**src/rtl/imm_ext_pkg.sv**
```systemverilog
// Shared definitions for the immediate extension unit: mode encodings and buffer depth.
package imm_ext_pkg;

  // Extension mode encodings carried on the mode port.
  typedef enum logic [1:0] {
    MODE_ZERO = 2'b00,
    MODE_SIGN = 2'b01,
    MODE_HIGH = 2'b10,
    MODE_RSVD = 2'b11
  } imm_mode_e;

  // Number of result slots between the extender and the consumer.
  localparam int unsigned IMM_FIFO_DEPTH = 2;

  // Width of the occupancy counter; must hold the value IMM_FIFO_DEPTH.
  localparam int unsigned IMM_CNT_W = 2;

endpackage : imm_ext_pkg

```
**src/rtl/imm_skid_fifo.sv**
```systemverilog
// Two-entry result buffer. Ready is derived from registered occupancy only, so the
// producer side never sees a combinational path from the consumer's ready.
module imm_skid_fifo
  import imm_ext_pkg::*;
#(
  parameter int unsigned DATA_W = 33
) (
  input  logic              clk,
  input  logic              rst_n,
  input  logic              push_valid_i,
  output logic              push_ready_o,
  input  logic [DATA_W-1:0] push_data_i,
  output logic              pop_valid_o,
  input  logic              pop_ready_i,
  output logic [DATA_W-1:0] pop_data_o
);

  localparam int unsigned DEPTH = IMM_FIFO_DEPTH;
  localparam int unsigned CNT_W = IMM_CNT_W;

  logic [CNT_W-1:0]  count_q, count_d;
  logic              wr_ptr_q, wr_ptr_d;
  logic              rd_ptr_q, rd_ptr_d;
  logic              init_q;
  logic              push, pop;
  logic [DATA_W-1:0] mem_q [DEPTH];

  // Handshake outputs come straight from registered state; init_q holds ready low
  // until the first edge after reset is released.
  assign push_ready_o = init_q && (count_q < CNT_W'(DEPTH));
  assign pop_valid_o  = (count_q != '0);
  assign pop_data_o   = pop_valid_o ? mem_q[rd_ptr_q] : '0;

  // Next-state for occupancy and pointers from the two handshakes.
  always_comb begin
    push     = push_valid_i && push_ready_o;
    pop      = pop_valid_o && pop_ready_i;
    count_d  = count_q;
    wr_ptr_d = wr_ptr_q;
    rd_ptr_d = rd_ptr_q;
    if (push) begin
      wr_ptr_d = wr_ptr_q + 1'b1;
    end
    if (pop) begin
      rd_ptr_d = rd_ptr_q + 1'b1;
    end
    unique case ({push, pop})
      2'b10:   count_d = count_q + CNT_W'(1);
      2'b01:   count_d = count_q - CNT_W'(1);
      default: count_d = count_q;
    endcase
  end

  // Control state with asynchronous clear; reset drops every buffered entry.
  always_ff @(posedge clk or negedge rst_n) begin
    if (!rst_n) begin
      count_q  <= '0;
      wr_ptr_q <= 1'b0;
      rd_ptr_q <= 1'b0;
      init_q   <= 1'b0;
    end else begin
      count_q  <= count_d;
      wr_ptr_q <= wr_ptr_d;
      rd_ptr_q <= rd_ptr_d;
      init_q   <= 1'b1;
    end
  end

  // Payload storage needs no reset: the read port is gated while empty.
  always_ff @(posedge clk) begin
    if (push) begin
      mem_q[wr_ptr_q] <= push_data_i;
    end
  end

endmodule : imm_skid_fifo

```
**src/rtl/imm_ext_unit.sv**
```systemverilog
// Immediate extender: zero/sign/high-half extension computed combinationally on
// acceptance, results buffered in a two-entry FIFO for a one-cycle latency.
module imm_ext_unit
  import imm_ext_pkg::*;
#(
  parameter int unsigned IN_W  = 16,
  parameter int unsigned OUT_W = 32
) (
  input  logic             clk,
  input  logic             rst_n,
  input  logic             in_valid,
  output logic             in_ready,
  input  logic [IN_W-1:0]  imm,
  input  logic [1:0]       mode,
  output logic             out_valid,
  input  logic             out_ready,
  output logic [OUT_W-1:0] out_data,
  output logic             out_err
);

  localparam int unsigned ENTRY_W = OUT_W + 1;

  logic [OUT_W-1:0]   ext_c;
  logic               err_c;
  logic [ENTRY_W-1:0] head;

  // Extension of the offered immediate; reserved mode yields the sign result flagged.
  always_comb begin
    ext_c = '0;
    err_c = 1'b0;
    unique case (imm_mode_e'(mode))
      MODE_ZERO: ext_c = {{(OUT_W-IN_W){1'b0}}, imm};
      MODE_SIGN: ext_c = {{(OUT_W-IN_W){imm[IN_W-1]}}, imm};
      MODE_HIGH: ext_c = OUT_W'({imm, {IN_W{1'b0}}});
      MODE_RSVD: begin
        ext_c = {{(OUT_W-IN_W){imm[IN_W-1]}}, imm};
        err_c = 1'b1;
      end
      default: begin
        ext_c = '0;
        err_c = 1'b0;
      end
    endcase
  end

  imm_skid_fifo #(
    .DATA_W (ENTRY_W)
  ) u_fifo (
    .clk          (clk),
    .rst_n        (rst_n),
    .push_valid_i (in_valid),
    .push_ready_o (in_ready),
    .push_data_i  ({err_c, ext_c}),
    .pop_valid_o  (out_valid),
    .pop_ready_i  (out_ready),
    .pop_data_o   (head)
  );

  assign out_err  = head[OUT_W];
  assign out_data = head[OUT_W-1:0];

endmodule : imm_ext_unit

```
**config.mk**
```make
export PLATFORM = sky130hd
export DESIGN_NAME = imm_ext_unit
export DESIGN_NICKNAME = d
export VERILOG_FILES = /design/src/rtl/imm_ext_pkg.sv /design/src/rtl/imm_skid_fifo.sv /design/src/rtl/imm_ext_unit.sv
export SDC_FILE = /design/constraint.sdc
export NUM_CORES = 1
export LEC_CHECK = 0
export CORE_MARGIN = 2
export CORE_UTILIZATION = 46
export DETAILED_ROUTE_END_ITERATION = 8
export PLACE_DENSITY = 0.75
export SLEW_MARGIN = 20
export SYNTH_ARGS = -nofsm -noshare
export SYNTH_HDL_FRONTEND = slang
export SYNTH_HIERARCHICAL = 1
export SYNTH_SLANG_ARGS = --single-unit
```
**constraint.sdc**
```tcl
create_clock -name clk -period 2.6 [get_ports clk]
set_input_delay 0.39 -clock clk [delete_from_list [all_inputs] [get_ports clk]]
set_output_delay 0.39 -clock clk [all_outputs]
set_load 0.005 [all_outputs]
```
# Word level (Yosys, flattened, before mapping)
# Memory sizes are Yosys's and may differ from the RTL's.
# Index checks and enable logic that the tools add are counted.
[word_totals]
regBits = 5
latch_bits = 0
ramBits = 66
mem_bits_ro = 0
input_bits = 22
output_inout_bits = 35
elab_cells = 28
mem_count = 1
[memory_table]
columns = ["memory", "depth", "width", "rd", "rd_clocked_by_memory_dff", "wr", "line", "text"]
rows = [
  ["u_fifo.mem_q", 2, 33, 1, 0, 1, "imm_skid_fifo.sv:26", "logic [DATA_W-1:0] mem_q [DEPTH];"],
]
[classes]
addsub = 4
mul = 0
n_div = 0
magnitude_cmp = 1
n_eq_ne = 5
n_shift = 0
mux = 6
bitwise = 0
reduce_logical = 7
[op_table]
columns = ["cell", "n"]
rows = [
  ["32-bit case mux with 3 select lines", 1],
  ["33-bit two-way mux", 1],
  ["2-bit equality test, second input constant", 3],
  ["2-bit by 1-bit equality test with 1-bit output, second input constant", 2],
  ["2-bit case mux with 2 select lines", 1],
  ["2-bit nonzero test", 2],
  ["1-bit logical AND", 3],
  ["1-bit two-way mux", 3],
  ["1-bit adder, second input constant", 2],
  ["2-bit by 1-bit adder with 2-bit output, second input constant", 1],
  ["2-bit zero test", 1],
  ["2-bit less-than comparator, second input constant", 1],
  ["2-bit OR reduction", 1],
  ["2-bit by 1-bit subtractor with 2-bit output, second input constant", 1],
]

# Logic depth before layout (Yosys ltp)
[logic_depth]
depth_word = 5
mapped_depth = 7
mapped_depth_nobuf = 7

# By module
# Netlist, hierarchy kept.
[modules_own_cells]
columns = ["module", "n_inst", "cells_each", "area_each_um2", "seq_area_each_um2"]
rows = [
  ["imm_skid_fifo", 1, 159, 2727.6, 2107.0],
  ["imm_ext_unit", 1, 40, 284.0, 0.0],
]

# Worst setup path after synthesis
# Ideal clock, no wire load.
[synth_timing]
kind = "register -> register"
start = "register u_fifo.count_q[1]"
end = "memory u_fifo.mem_q[0][0], enable pin"
setup_ns = 0.423
t_arrival_ns = 2.099
t_required_ns = 2.177
setup_slack_ns = 0.078
path_stages_with_launch = 4
n_path_buf = 0
period_less_slack_ns = 2.522
cell_sequence = "dfrtp_1 -> nor2b_2 -> nand2_1 -> nor2_1"
[synth_via]
elab_chain_cells = 5
[synth_lines]
columns = ["item", "line", "text"]
rows = [
  ["start, declared", "imm_skid_fifo.sv:21", "logic [CNT_W-1:0] count_q, count_d;"],
  ["start signal, assigned", "imm_skid_fifo.sv:62", "count_q <= count_d;"],
  ["2-bit less-than comparator", "imm_skid_fifo.sv:30", "assign push_ready_o = init_q && (count_q < CNT_W'(DEPTH));"],
  ["1-bit logical AND", "imm_skid_fifo.sv:30", ""],
  ["named net in_ready", "imm_ext_unit.sv:12", "output logic in_ready,"],
  ["1-bit logical AND", "imm_skid_fifo.sv:36", "push = push_valid_i && push_ready_o;"],
  ["1-bit two-way mux", "imm_skid_fifo.sv:71", "if (push) begin"],
  ["1-bit two-way mux (implied by the code)", "imm_skid_fifo.sv:72", "mem_q[wr_ptr_q] <= push_data_i;"],
  ["end, declared", "imm_skid_fifo.sv:26", ""],
]
# The timed path passes the listed nets, and every way through them passes these cells.

# Final worst setup path
[layout_timing]
start = "register u_fifo.rd_ptr_q"
end = "output out_data[28]"
[layout_via]
elab_chain_cells = 2
[layout_lines]
columns = ["item", "line", "text"]
rows = [
  ["start, declared", "imm_skid_fifo.sv:23", "logic rd_ptr_q, rd_ptr_d;"],
  ["start signal, assigned", "imm_skid_fifo.sv:64", "rd_ptr_q <= rd_ptr_d;"],
  ["memory read 2 x 33 bit", "-", ""],
  ["33-bit two-way mux", "imm_skid_fifo.sv:32", "assign pop_data_o = pop_valid_o ? mem_q[rd_ptr_q] : '0;"],
  ["end, declared", "imm_ext_unit.sv:17", "output logic [OUT_W-1:0] out_data,"],
]
# Every way passes these cells.

==> results.cfg <==
[sta]
drv_slew = 0
setup_tns_ps = 0
hold_viol = 0
fmax_mhz = 422
post-route-min-period_ps = 2370
tightest_slew_ps = 616
finClkSkew_ps = 9.16
fin_ws_ps = 229
rsz0062_at_grt = no
maxSlewHeadroom_pct = 58.9
period_share_pct = 91.2
finalSetupViolCount = 0

[synth]
syn_inst = 199
yosysWarnings = 6
ys_seq_area_share_pct = 70.0
syn_area_per_cell_um2 = 15.1
ys_seq_elements = 71
synth.net_count = 222
syn_area_um2 = 3010
yosysUniqueCellTypes = 23

[critical_path]
critPathLaunchType = register
critical_path_buf_inv_count = 2
crit_chain = buf_12 > mux2i_1 > nor2_1 > clkdlybuf4s50_1
crit_path_end_kind = primary output
required_ps = 2210
cpPeakStageDelay_ps = 550
crit_family = buffers and inverters
cp.arrival_ps = 1980
crit_type = reg2out
cp_slowest_cell = dfrtp_2
critical_path.max_fanout = 26

[placed_design]
place_area_um2 = 3640
place_ws_ps = 636
port_buffers = 56
post-dp-hpwl_um = 3420
gp_congestion = 0.726

[cts]
cts_setup_buffers = 0
htree_num_levels = 3
cts_root_buf = clkbuf_8
clk_pin_slew_ps = 70
clock_latency_ps = 340
cts_tree = done
numCtsBuffers = 9
hold_buffers = 0
cts_buffer_depth = 2
cts_resized = 0
clock_sinks = 71

[drt]
via_per_inst = 5.01
wirelength_um = 5390
dr.pass1.iters = 4
wl_per_cell_um = 15.8
first_iter_violations = 121
ant_nets = 0
drc_errors = 0
vias = 1714

[grt]
overflow = 0
grt_max_degree = 34
grt_use_total_pct = 16.2
antenna_found_initial = 0
grt_pass1_vias = 1723
grt_pass1_wl_um = 8580

[die]
ios = 57
die_h_um = 84.9
dieArea_um2 = 7210
start_util_pct = 47.4
rows = 29
dieWidth_um = 84.9
coreArea_um2 = 6350

[pwr]
leakagePower_nw = 1.51
irDropWorstVdd_mv = 0.593
power_per_cell_area_nw_per_um2 = 996

[finish]
fillCellCount = 478
final_cell_area_um2 = 3840
multi_input_area_um2 = 820
antenna_cells = 0
fin_nets = 283
final_layout_size_suffix_gt1_share_pct = 9.81
area_delta_synth_final_pct = 27.6
mostFrequentLayoutCell = edfxtp_1
regArea_um2 = 2110
layout_common_cells = 66 x edfxtp_1, 56 x clkdlybuf4s50_1, 34 x nor2_1

[flow_run]
max-cap-violations = 0

[outcome]
status = finished clean

[hold_path]
hp-class = in2async
per-layer routing:
| metal | routed length [um] | share of wire, % | global-route usage (%) | vias to the layer above |
|---|---|---|---|---|
| met5 | 0 | 0 | 0 | - |
| met3 | 217 | 4.0 | 2.72 | 11 |
| met1 | 2210 | 41 | 19.7 | 820 |
| li1 | - | - | - | 835 |
| met2 | 2840 | 53 | 27.1 | 48 |
| met4 | 131 | 2.4 | 9.96 | 0 |
worst reg2reg max path, stage by stage, from the launching register on:
cell     delay [ps]
dfrtp_1         440
nor2_4          130
buf_4           220
inv_2            60
and2_4          160
ha_1            300
nor2_1          140
xor2_1          150
per-stage QoR:
stage | cells | total power, mW | hold WS [ps] | util, %
floorplan | 199 | 2.24 | 94.4 | -
CTS | 342 | 3.87 | 277 | 60.5
detailed placement | 326 | 2.95 | 539 | 57.3
global route | 342 | 4.02 | 292 | 60.5
finish | 342 | 3.83 | 274 | 60.5
global placement | 326 | 2.93 | 529 | 57.3
Yosys cell counts (all sizes together):
cell type / count / area (um2)
a21o: 15 / 113
and2: 19 / 121
and2b: 1 / 10.0
and3: 1 / 6.26
buf: 10 / 83.8
clkbuf: 1 / 5.00
conb: 1 / 3.75
dfrtp: 5 / 125
edfxtp: 66 / 1980
ha: 1 / 12.5
inv: 1 / 3.75
mux2i: 33 / 330
nand2: 1 / 3.75
nand2b: 1 / 8.76
nor2: 36 / 143
nor2b: 1 / 8.76
o21a: 1 / 7.51
xnor2: 3 / 26.3
xor2: 2 / 17.5
flip-flops by register name, indices dropped and copies added, names as in the netlist:
signal and cells:
u_fifo/mem_q 66, u_fifo/count_q 2, u_fifo/init_q 1, u_fifo/rd_ptr_q 1, u_fifo/wr_ptr_q 1
final cells by class:
cell class / instances / share of cell area (%)
clock inverter: 4 / 1.82
sequential: 71 / 54.9
clock buffer: 12 / 3.52
multi-input combinational: 116 / 21.3
inverter: 1 / 0.0977
timing repair buffer: 61 / 15.9
tap: 77 / 2.51
worst paths after layout:
path	cells after the start	end	slack, ps	start
max	4	out_data[28]	230	u_fifo/rd_ptr_q$_DFFE_PN0P_
min	1	u_fifo/wr_ptr_q$_DFFE_PN0P_	270	rst_n
max reg2reg	7	u_fifo/count_q[1]$_DFFE_PN0P_	940	u_fifo/count_q[0]$_DFFE_PN0P_
min reg2reg	1	u_fifo/wr_ptr_q$_DFFE_PN0P_	550	u_fifo/wr_ptr_q$_DFFE_PN0P_
max in group asynchronous	1	u_fifo/rd_ptr_q$_DFFE_PN0P_	2110	rst_n
min in group clk	1	u_fifo/wr_ptr_q$_DFFE_PN0P_	550	u_fifo/wr_ptr_q$_DFFE_PN0P_
cells by family (layout without fill, tap and decap cells):
family	Yosys count	count (layout)	synth area share [%]
other	1	1	0.125
AND/OR/NAND/NOR	60	60	10.0
multiplexers	33	33	11.0
buffers and inverters	12	78	3.07
adder cells (fa/ha/maj)	1	1	0.415
XOR/XNOR	5	5	1.45
flip-flops	71	71	70.0
AO/OA/AOI/OAI	16	16	3.99
power by group:
| part | leakage, nW | internal (mW) | switching [mW] | total (mW) |
|---|---|---|---|---|
| sequential | 0.664 | 1.41 | 0.0989 | 1.51 |
| clock | 0.104 | 0.538 | 0.375 | 0.913 |
| combinational | 0.741 | 0.815 | 0.589 | 1.40 |
Note: power is estimated with default switching activity, not from simulation.
